[src/rtl/mem_copy_ctrl.sv]
// mem_copy_ctrl: copies a block of ROM_D words into RAM_B, verifies it
// word-for-word, and hands the RAM port to the display scan while idle.
module mem_copy_ctrl #(
  parameter int unsigned AW    = 10,
  parameter int unsigned DW    = 32,
  parameter int unsigned COUNT = 16
) (
  input  logic          clk,
  input  logic          rst,
  input  logic          start,
  input  logic          abort,
  input  logic [AW-1:0] base,
  output logic [AW-1:0] rom_addr,
  input  logic [DW-1:0] rom_data,
  output logic [AW-1:0] ram_addr,
  output logic [DW-1:0] ram_din,
  output logic          ram_we,
  input  logic [DW-1:0] ram_dout,
  input  logic          scan_req,
  input  logic [AW-1:0] scan_addr,
  output logic          scan_grant,
  output logic          busy,
  output logic          done,
  output logic          err,
  output logic [AW-1:0] err_addr,
  output logic [7:0]    err_count
);

  // Index register is one bit wider so COUNT = 2^AW is representable.
  localparam int unsigned IW   = AW + 1;
  localparam int unsigned CW   = 8;
  localparam logic [IW-1:0] LAST = IW'(COUNT - 1);
  localparam logic [CW-1:0] CNT_MAX = {CW{1'b1}};

  typedef enum logic [2:0] {
    S_IDLE,
    S_COPY,
    S_VRD,
    S_VCMP,
    S_DONE
  } state_e;

  state_e          state_q, state_d;
  logic [IW-1:0]   i_q, i_d;
  logic [AW-1:0]   base_q, base_d;
  logic            err_q, err_d;
  logic [AW-1:0]   err_addr_q, err_addr_d;
  logic [CW-1:0]   err_count_q, err_count_d;
  logic [AW-1:0]   cur_addr;

  // Run position wraps naturally modulo 2^AW.
  assign cur_addr = base_q + i_q[AW-1:0];

  // State and run registers.
  always_ff @(posedge clk) begin
    if (rst) begin
      state_q     <= S_IDLE;
      i_q         <= '0;
      base_q      <= '0;
      err_q       <= 1'b0;
      err_addr_q  <= '0;
      err_count_q <= '0;
    end else begin
      state_q     <= state_d;
      i_q         <= i_d;
      base_q      <= base_d;
      err_q       <= err_d;
      err_addr_q  <= err_addr_d;
      err_count_q <= err_count_d;
    end
  end

  // Next-state, index stepping and mismatch bookkeeping.
  always_comb begin
    state_d     = state_q;
    i_d         = i_q;
    base_d      = base_q;
    err_d       = err_q;
    err_addr_d  = err_addr_q;
    err_count_d = err_count_q;
    unique case (state_q)
      S_IDLE: begin
        if (start && !abort) begin
          base_d      = base;
          i_d         = '0;
          err_d       = 1'b0;
          err_addr_d  = '0;
          err_count_d = '0;
          state_d     = S_COPY;
        end
      end
      S_COPY: begin
        if (abort) begin
          state_d = S_IDLE;
        end else if (i_q == LAST) begin
          i_d     = '0;
          state_d = S_VRD;
        end else begin
          i_d = i_q + IW'(1);
        end
      end
      S_VRD: begin
        if (abort) begin
          state_d = S_IDLE;
        end else begin
          state_d = S_VCMP;
        end
      end
      S_VCMP: begin
        if (abort) begin
          state_d = S_IDLE;
        end else begin
          if (ram_dout != rom_data) begin
            err_d = 1'b1;
            if (!err_q) begin
              err_addr_d = cur_addr;
            end
            if (err_count_q != CNT_MAX) begin
              err_count_d = err_count_q + CW'(1);
            end
          end
          if (i_q == LAST) begin
            state_d = S_DONE;
          end else begin
            i_d     = i_q + IW'(1);
            state_d = S_VRD;
          end
        end
      end
      S_DONE: begin
        state_d = S_IDLE;
      end
      default: begin
        state_d = S_IDLE;
      end
    endcase
  end

  // Port decode from registered state; only IDLE exposes scan inputs directly.
  always_comb begin
    rom_addr   = cur_addr;
    ram_addr   = cur_addr;
    ram_we     = 1'b0;
    scan_grant = 1'b0;
    busy       = 1'b1;
    done       = 1'b0;
    unique case (state_q)
      S_IDLE: begin
        rom_addr   = '0;
        ram_addr   = scan_addr;
        scan_grant = scan_req;
        busy       = 1'b0;
      end
      S_COPY: begin
        ram_we = 1'b1;
      end
      S_DONE: begin
        done = 1'b1;
      end
      default: begin
      end
    endcase
  end

  assign ram_din   = rom_data;
  assign err       = err_q;
  assign err_addr  = err_addr_q;
  assign err_count = err_count_q;

endmodule

[config.mk]
export PLATFORM = sky130hd
export DESIGN_NAME = mem_copy_ctrl
export DESIGN_NICKNAME = d
export VERILOG_FILES = /design/src/rtl/mem_copy_ctrl.sv
export SDC_FILE = /design/constraint.sdc
export NUM_CORES = 1
export LEC_CHECK = 0
export BUFFER_PORTS_ARGS = -buffer_cell sky130_fd_sc_hd__clkbuf_2
export CORE_MARGIN = 2
export CORE_UTILIZATION = 43
export CTS_BUF_LIST = sky130_fd_sc_hd__clkbuf_4 sky130_fd_sc_hd__clkbuf_8
export DETAILED_ROUTE_END_ITERATION = 6
export GPL_ROUTABILITY_DRIVEN = 0
export GPL_TIMING_DRIVEN = 1
export HOLD_SLACK_MARGIN = 0.12
export PLACE_DENSITY = 0.79
export SLEW_MARGIN = 10
export SYNTH_ARGS = -nofsm -noshare
export SYNTH_HDL_FRONTEND = slang
export SYNTH_SLANG_ARGS = --single-unit
[constraint.sdc]
create_clock -name clk -period 2.3 [get_ports clk]
set_clock_uncertainty 0.1 [all_clocks]
set_input_delay 0.345 -clock clk [delete_from_list [all_inputs] [get_ports clk]]
set_output_delay 0.345 -clock clk [all_outputs]
set_load 0.03 [all_outputs]
==> key figures, run 1 <==
Floorplanning
  • Die height: 89.4 um
  • Total die area: 8000 sq um
  • Core box area: 7180 sq um
  • Site row count: 31
  • Die W: 89.4 um
  • Initial Util: 0.437
  • Number of I/O pins: 164

Timing
  • Max Slew Vio Count: 0
  • Worst setup margin: -0.784 ns
  • Final hold vios: 0
  • Final worst-path cycle share: 1.34
  • Post-layout min period: 3.08 ns
  • Tightest Pin Transition: 0.479 ns
  • RSZ-0062 raised after global routing: yes
  • FMAX: 0.324 GHz
  • TNS Setup: -6.31 ns
  • Slew HR: 0.680
  • Final setup violating endpoints: 17

Critical path
  • Setup Crit Path Kind: flip-flop to output pin
  • CP Launch Type: flip-flop
  • CP required: 1.86 ns
  • Worst-path fanout max: 3
  • Crit. End Element: output pin
  • CP arrival: 2.64 ns

Logic synthesis
  • Synthesized area: 3140 sq um
  • Primary FF master, synth: dfxtp_1
  • Sequential area share after synthesis: 0.274
  • Mapped Cells: 386
  • Synth top area cells: dfxtp_1 (27%), xnor2_1 (11%), buf_4 (7.9%), nand2_1 (4.8%), ha_1 (4.4%)
  • Post-synthesis register bit count: 43
  • Top-area cell type share of the netlist area: 0.274
  • Synth warn: 0
  • Cell taking the most area after synthesis: dfxtp_1
  • FFs w/ async S/R, synth: 0
  • Synth Net Count: 487
  • Post-Syn Area per Cell: 8.13 sq um
  • Post-synth EDFFs: 0
  • Distinct cells, synth: 53

Placed design
  • PortBufs: 163
  • Dpl hpwl: 7.33 mm
  • DP Worst Slack: -0.441 ns
  • Placed Area: 4160 sq um

Global routing
  • Global-route wire length before repair: 15.3 mm
  • Largest net degree at the start of global routing: 18
  • GR Overflow Total: 0
  • Global-route usage over all layers: 0.243
  • Initial antenna violation count: 0
  • Vias in the first global route: 3359

Routing
  • Post-route ant nets: 0
  • Router iterations before antenna repair: 4
  • Drt drc: 0
  • Final wirelength: 10.6 mm
  • Vias/cell: 5.22
  • Iteration-0 DRC Markers: 184
  • DR WL/cell: 16.0 um
  • Vias: 3460

Final layout
  • FF+latch area: 881 sq um
  • Area grow syn2layout: 52.4%
  • Fillers: 525
  • Share of layout cells above drive strength 1: 0.527
  • Final Core Density: 0.667
  • Footprint of the multi-input gates: 2270 sq um
  • Ant diodes: 0
  • Final nets: 664
  • Final instance area: 4780 sq um

Clock network
  • Root Driver: clkbuf_8
  • Clk_lat worst skew: 0.30 ns
  • CTS H-Tree Depth: 2
  • Clock slew at reported path FFs: 0.09 ns
  • Num CTS Buffers: 5
  • CTS tree: built
  • Clock Sinks: 43
  • Max Root-Sink Buffers: 2

Pwr
  • Overall Power: 1.95 mW
  • VDD IR-drop max: 0.000269 V
  • PwrDens: 407 nW/um^2
  • Static Leakage: 2.16 nW

Min path
  • Min-delay worst type: input pin to flip-flop

Status
  • Outcome: finished with violations
  • Failing checks: setup timing

Job
  • Max-cap violations: 0
-- cells by family after synthesis --
logic type      synth area share
compound gates             0.146
xor+xnor                   0.137
fa+ha+maj                 0.0502
buf+inv                    0.108
flops                      0.274
mux                       0.0335
simple gates               0.251
-- where the power goes --
group	total [mW]	internal [mW]	switching (mW)
Clock	0.629	0.352	0.277
Sequential	0.767	0.754	0.0129
Combinational	0.551	0.244	0.307
-- flip-flops by register name, indices dropped and copies added (netlist names) --
register	count
err	1
i_q	11
base_q	10
state_q	3
err_count	8
err_addr	10
-- synth_stat cells (2+ instances only) --
| cell | n |
|---|---|
| dfxtp_1 | 43 |
| nand2_1 | 40 |
| xnor2_1 | 38 |
| nor2_1 | 35 |
| buf_4 | 33 |
| a21oi_1 | 23 |
| nand4_1 | 12 |
| ha_1 | 11 |
| o21ai_0 | 11 |
| xor2_1 | 11 |
| a21o_1 | 10 |
| and2_1 | 9 |
| nand2b_1 | 9 |
| nand3_1 | 8 |
| nor2b_1 | 8 |
| clkbuf_1 | 7 |
| a22o_1 | 6 |
| and3_1 | 6 |
| mux2i_1 | 6 |
| inv_1 | 5 |
| nor3_1 | 5 |
| o22ai_1 | 4 |
| a211oi_1 | 3 |
| mux2_1 | 3 |
| nor4_1 | 3 |
| or3_1 | 3 |
| a211oi_2 | 2 |
| buf_6 | 2 |
| nor3b_1 | 2 |
| nor4_2 | 2 |
| nor4b_1 | 2 |
| o21bai_1 | 2 |
| or2_2 | 2 |
-- routing by layer --
| metal | vias up | track usage | routed length, um |
|---|---|---|---|
| li1 | 1666 | - | - |
| met1 | 1629 | 0.285 | 4100 |
| met2 | 135 | 0.450 | 5640 |
| met3 | 30 | 0.0425 | 521 |
| met4 | 0 | 0.0733 | 318 |
| met5 | - | 0 | 0 |
-- critical path, cell delays in order (launching register included) --
cell	delay, ns
dfxtp_2	0.34
ha_4	0.16
fa_2	0.37
a211oi_2	0.24
o21bai_2	0.16
a2111oi_4	0.40
nor3_2	0.10
xnor2_2	0.29
o21ai_2	0.11
clkbuf_8	0.17
-- worst paths after layout --
kind | startpoint | end | slack [ns] | depth (start not counted)
hold / removal | base[4] | base_q[4]$_SDFFE_PP0P_ | 0.15 | 3
hold reg to reg | base_q[3]$_SDFFE_PP0P_ | base_q[3]$_SDFFE_PP0P_ | 0.37 | 2
setup / recovery | base_q[0]$_SDFFE_PP0P_ | ram_addr[8] | -0.78 | 9
setup reg to reg | base_q[0]$_SDFFE_PP0P_ | err_addr[8]$_SDFFE_PP0P_ | -0.21 | 9
-- area by class of cell --
cell class,instances,share of cell area
multi-input cells,293,0.475
repair buffers,214,0.285
flip-flops and latches,43,0.184
well taps,99,0.0259
clock buffers,6,0.0173
clock inverters,2,0.00732
inverters,6,0.00523
-- stage by stage --
stage / instances / hold WS, ns
floorplan: 386 / 0.340
global placement: 645 / 0.349
detailed placement: 645 / 0.357
CTS: 657 / 0.153
global route: 663 / 0.164
finish: 663 / 0.151
-- what timing repair did --
action                                  4_1_cts  5_1_grt
buffers inserted                              6        7
pin swaps                                    24       19
hold buffers                                  0        0
endpoints found under the setup margin       19       30
resized for setup                            63       44
-- layout by cell type, fill, tap and decap left out, types with 4 or more instances in the layout --
| master | n |
|---|---|
| nand2_1 | 39 |
| nand4_1 | 12 |
| and3_1 | 6 |
| dfxtp_2 | 10 |
| a22o_1 | 6 |
| buf_6 | 9 |
| a21o_1 | 7 |
| nor2_1 | 28 |
| inv_1 | 5 |
| nand2b_1 | 9 |
| nor2_4 | 4 |
| mux2i_1 | 6 |
| clkbuf_8 | 11 |
| nor2b_1 | 8 |
| o21ai_0 | 9 |
| nand3_1 | 8 |
| buf_4 | 45 |
| ha_4 | 7 |
| dfxtp_1 | 31 |
| xor2_1 | 9 |
| o22ai_1 | 4 |
| nor3_1 | 4 |
| clkbuf_2 | 146 |
| a21oi_2 | 5 |
| xnor2_1 | 35 |
| a21oi_1 | 18 |
| ha_1 | 4 |
| buf_8 | 8 |
| and2_1 | 6 |
(Power assumes the default switching activity.)
==> run 2, diff against run 1 <==
--- a/config.mk
+++ b/config.mk
@@ -14,6 +14,7 @@
 export GPL_TIMING_DRIVEN = 1
 export HOLD_SLACK_MARGIN = 0.12
 export PLACE_DENSITY = 0.79
+export SETUP_SLACK_MARGIN = 0.02
 export SLEW_MARGIN = 10
 export SYNTH_ARGS = -nofsm -noshare
 export SYNTH_HDL_FRONTEND = slang
==> run 2 against run 1 <==
  * The run still ends with setup timing left
  * Hold slack improved by 0.0023 ns
  * Routed wire length fell by 8.0%
  * Register-to-register slack improved by 0.16 ns
  * Core utilization fell by 2.5 points
  * Total power fell by 1.7%
  * Highest routed layer unchanged
==> key figures, run 2 (synthesis gave the netlist of run 1 again) <==
Status
  • Outcome: finished with violations (unchanged)
  • Failing checks: setup timing (unchanged)

Timing
  • Final setup violating endpoints: 16 (was 17)
  • Final worst-path cycle share: 1.27 (was 1.34)
  • TNS Setup: -5.52 ns (was -6.31 ns)
  • Worst setup margin: -0.610 ns (was -0.784 ns)
  • Max Slew Vio Count: 0 (unchanged)
  • Slew HR: 0.712 (was 0.680)
  • RSZ-0062 raised after global routing: yes (unchanged)
  • Tightest Pin Transition: 0.433 ns (was 0.479 ns)
  • FMAX: 0.344 GHz (was 0.324 GHz)
  • Final hold vios: 0 (unchanged)
  • Post-layout min period: 2.91 ns (was 3.08 ns)
  • Final Hold Slack: 0.154 ns (was 0.151 ns)

Routing
  • Final wirelength: 9.73 mm (was 10.6 mm)
  • DR WL/cell: 14.8 um (was 16.0 um)
  • Iteration-0 DRC Markers: 125 (was 184)
  • Post-route ant nets: 0 (unchanged)
  • Router iterations before antenna repair: 4 (unchanged)
  • Drt drc: 0 (unchanged)
  • Vias: 3324 (was 3460)
  • Vias/cell: 5.06 (was 5.22)

Final layout
  • Max reg flops: 11 (unchanged)
  • Final nets: 658 (was 664)
  • Non-Filler Instances: 657 (was 663)
  • Area grow syn2layout: 46.6% (was 52.4%)
  • Most flops, register: i_q (unchanged)
  • Commonest non-fill, non-tap cell in the layout: clkbuf_2 (unchanged)
  • Ant diodes: 0 (unchanged)
  • Share of layout cells above drive strength 1: 0.486 (was 0.527)
  • Commonest non-fill, non-tap cells in the layout: clkbuf_2 (146), buf_4 (44), nand2_1 (40) (was clkbuf_2 (146), buf_4 (45), nand2_1 (39))

Floorplanning
  • Initial Util: 0.437 (unchanged)
  • Number of I/O pins: 164 (unchanged)
  • Site row count: 31 (unchanged)
  • Die W: 89.4 um (unchanged)
  • Total die area: 8000 sq um (unchanged)
  • Die height: 89.4 um (unchanged)
  • Core box area: 7180 sq um (unchanged)

Min path
  • HP Start: base[6] (was base[4])
  • Min-delay worst type: input pin to flip-flop (unchanged)
  • Hold Path End: base_q[6]$_SDFFE_PP0P_ (was base_q[4]$_SDFFE_PP0P_)
  • Hold depth: 3 (unchanged)

Placed design
  • Placed cell count: 645 (unchanged)
  • PortBufs: 163 (unchanged)
  • DP Worst Slack: -0.417 ns (was -0.441 ns)
  • Dpl hpwl: 7.52 mm (was 7.33 mm)

Clock network
  • Clock Sinks: 43 (unchanged)
  • Num CTS Buffers: 5 (unchanged)
  • Clk_lat worst skew: 0.30 ns (about the same)
  • Hold buffer count at cts: 0 (unchanged)
  • CTS H-Tree Depth: 2 (unchanged)
  • CTS tree: built (unchanged)
  • Root Driver: clkbuf_8 (unchanged)
  • Clock slew at reported path FFs: 0.08 ns (was 0.09 ns)
  • Max Root-Sink Buffers: 2 (unchanged)

Global routing
  • GR Overflow Total: 0 (unchanged)
  • Vias in the first global route: 3217 (was 3359)
  • Initial antenna violation count: 0 (unchanged)
  • Global-route wire length before repair: 14.5 mm (was 15.3 mm)
  • Largest net degree at the start of global routing: 18 (unchanged)
  • Global-route usage over all layers: 0.228 (was 0.243)

Critical path
  • CP Launch Type: flip-flop (unchanged)
  • Setup Crit Path Kind: flip-flop to output pin (unchanged)
  • Reg2reg path depth: 9 (unchanged)
  • Crit. End Element: output pin (unchanged)
  • Worst r2r dst: err_addr[8]$_SDFFE_PP0P_ (unchanged)
  • CP arrival: 2.47 ns (was 2.64 ns)
  • Reg-to-reg slack, setup: -0.05 ns (was -0.21 ns)
  • CP required: 1.86 ns (about the same)
  • Worst-path fanout max: 2 (was 3)
  • Worst r2r src: base_q[0]$_SDFFE_PP0P_ (unchanged)

Pwr
  • VDD IR-drop max: 0.000230 V (was 0.000269 V)
  • Overall Power: 1.91 mW (was 1.95 mW)
  • Static Leakage: 2.12 nW (was 2.16 nW)
  • PwrDens: 416 nW/um^2 (was 407 nW/um^2)

Job
  • Max-cap violations: 0 (unchanged)
==> run 2: changes by cell type in the layout (fill, tap and decap cells not counted), moves of 3 or more <==
cell,delta
dfxtp_2,-6
clkbuf_8,+5
dfxtp_1,+8
ha_1,+3
buf_6,-6
ha_4,-4
buf_8,-5
==> run 2: worst max path at each step <==
stage	start	to	slack, ns	cells after the start
floorplan	i_q[0]$_SDFFE_PP0P_	ram_addr[8]	-0.23	8
global placement	base_q[0]$_SDFFE_PP0P_	ram_addr[8]	-0.35	10
detailed placement	base_q[0]$_SDFFE_PP0P_	ram_addr[8]	-0.42	10
CTS	i_q[0]$_SDFFE_PP0P_	ram_addr[8]	-0.72	9
global route	i_q[0]$_SDFFE_PP0P_	ram_addr[8]	-0.68	9
finish	base_q[0]$_SDFFE_PP0P_	ram_addr[6]	-0.61	10
==> run 2: per-stage QoR <==
stage / utilization / instance area [sq um]
floorplan: - / 3240
global placement: 0.582 / 4180
detailed placement: 0.582 / 4180
CTS: 0.625 / 4490
global route: 0.642 / 4600
finish: 0.642 / 4600
==> run 2: critical path, cell delays in order, from the launching register on <==
cell and delay (ns):
dfxtp_2 0.34, ha_4 0.16, fa_2 0.35, a211oi_2 0.26
o21bai_2 0.13, a21oi_1 0.20, xor2_1 0.19, buf_4 0.16
nor2_4 0.04, a21o_4 0.18, clkbuf_8 0.15
==> run 2: layer usage <==
layer,GRT usage,share of wire,up-vias,wire length (um)
met5,0,0,-,0
li1,-,-,1642,-
met3,0.0360,0.063,16,609
met1,0.262,0.39,1536,3800
met4,0.0543,0.015,0,148
met2,0.436,0.53,130,5170
==> run 2: layout make-up <==
type | instances | area [sq um]
fill | 566 | 2570
multi-input combinational | 293 | 2180
timing repair buffer | 208 | 1290
sequential | 43 | 866
tap | 99 | 124
clock buffer | 6 | 82.6
clock inverter | 2 | 35.0
inverter | 6 | 23.8
==> run 2: report_power, final <==
part           internal, mW  total [mW]  switching, mW  leakage, nW
Sequential            0.756       0.766         0.0109        0.349
Combinational         0.231       0.529          0.298         1.71
Clock                 0.352       0.619          0.267       0.0612
Total                  1.34        1.91          0.576         2.12
==> run 2: repair_timing <==
action | in CTS | in global routing
endpoints found under the setup margin | 19 | 32
gates resized for setup | 43 | 26
pin swaps | 25 | 14
buffers inserted | 2 | 3
cloned | 0 | 0
hold endpoints to repair | 0 | 0
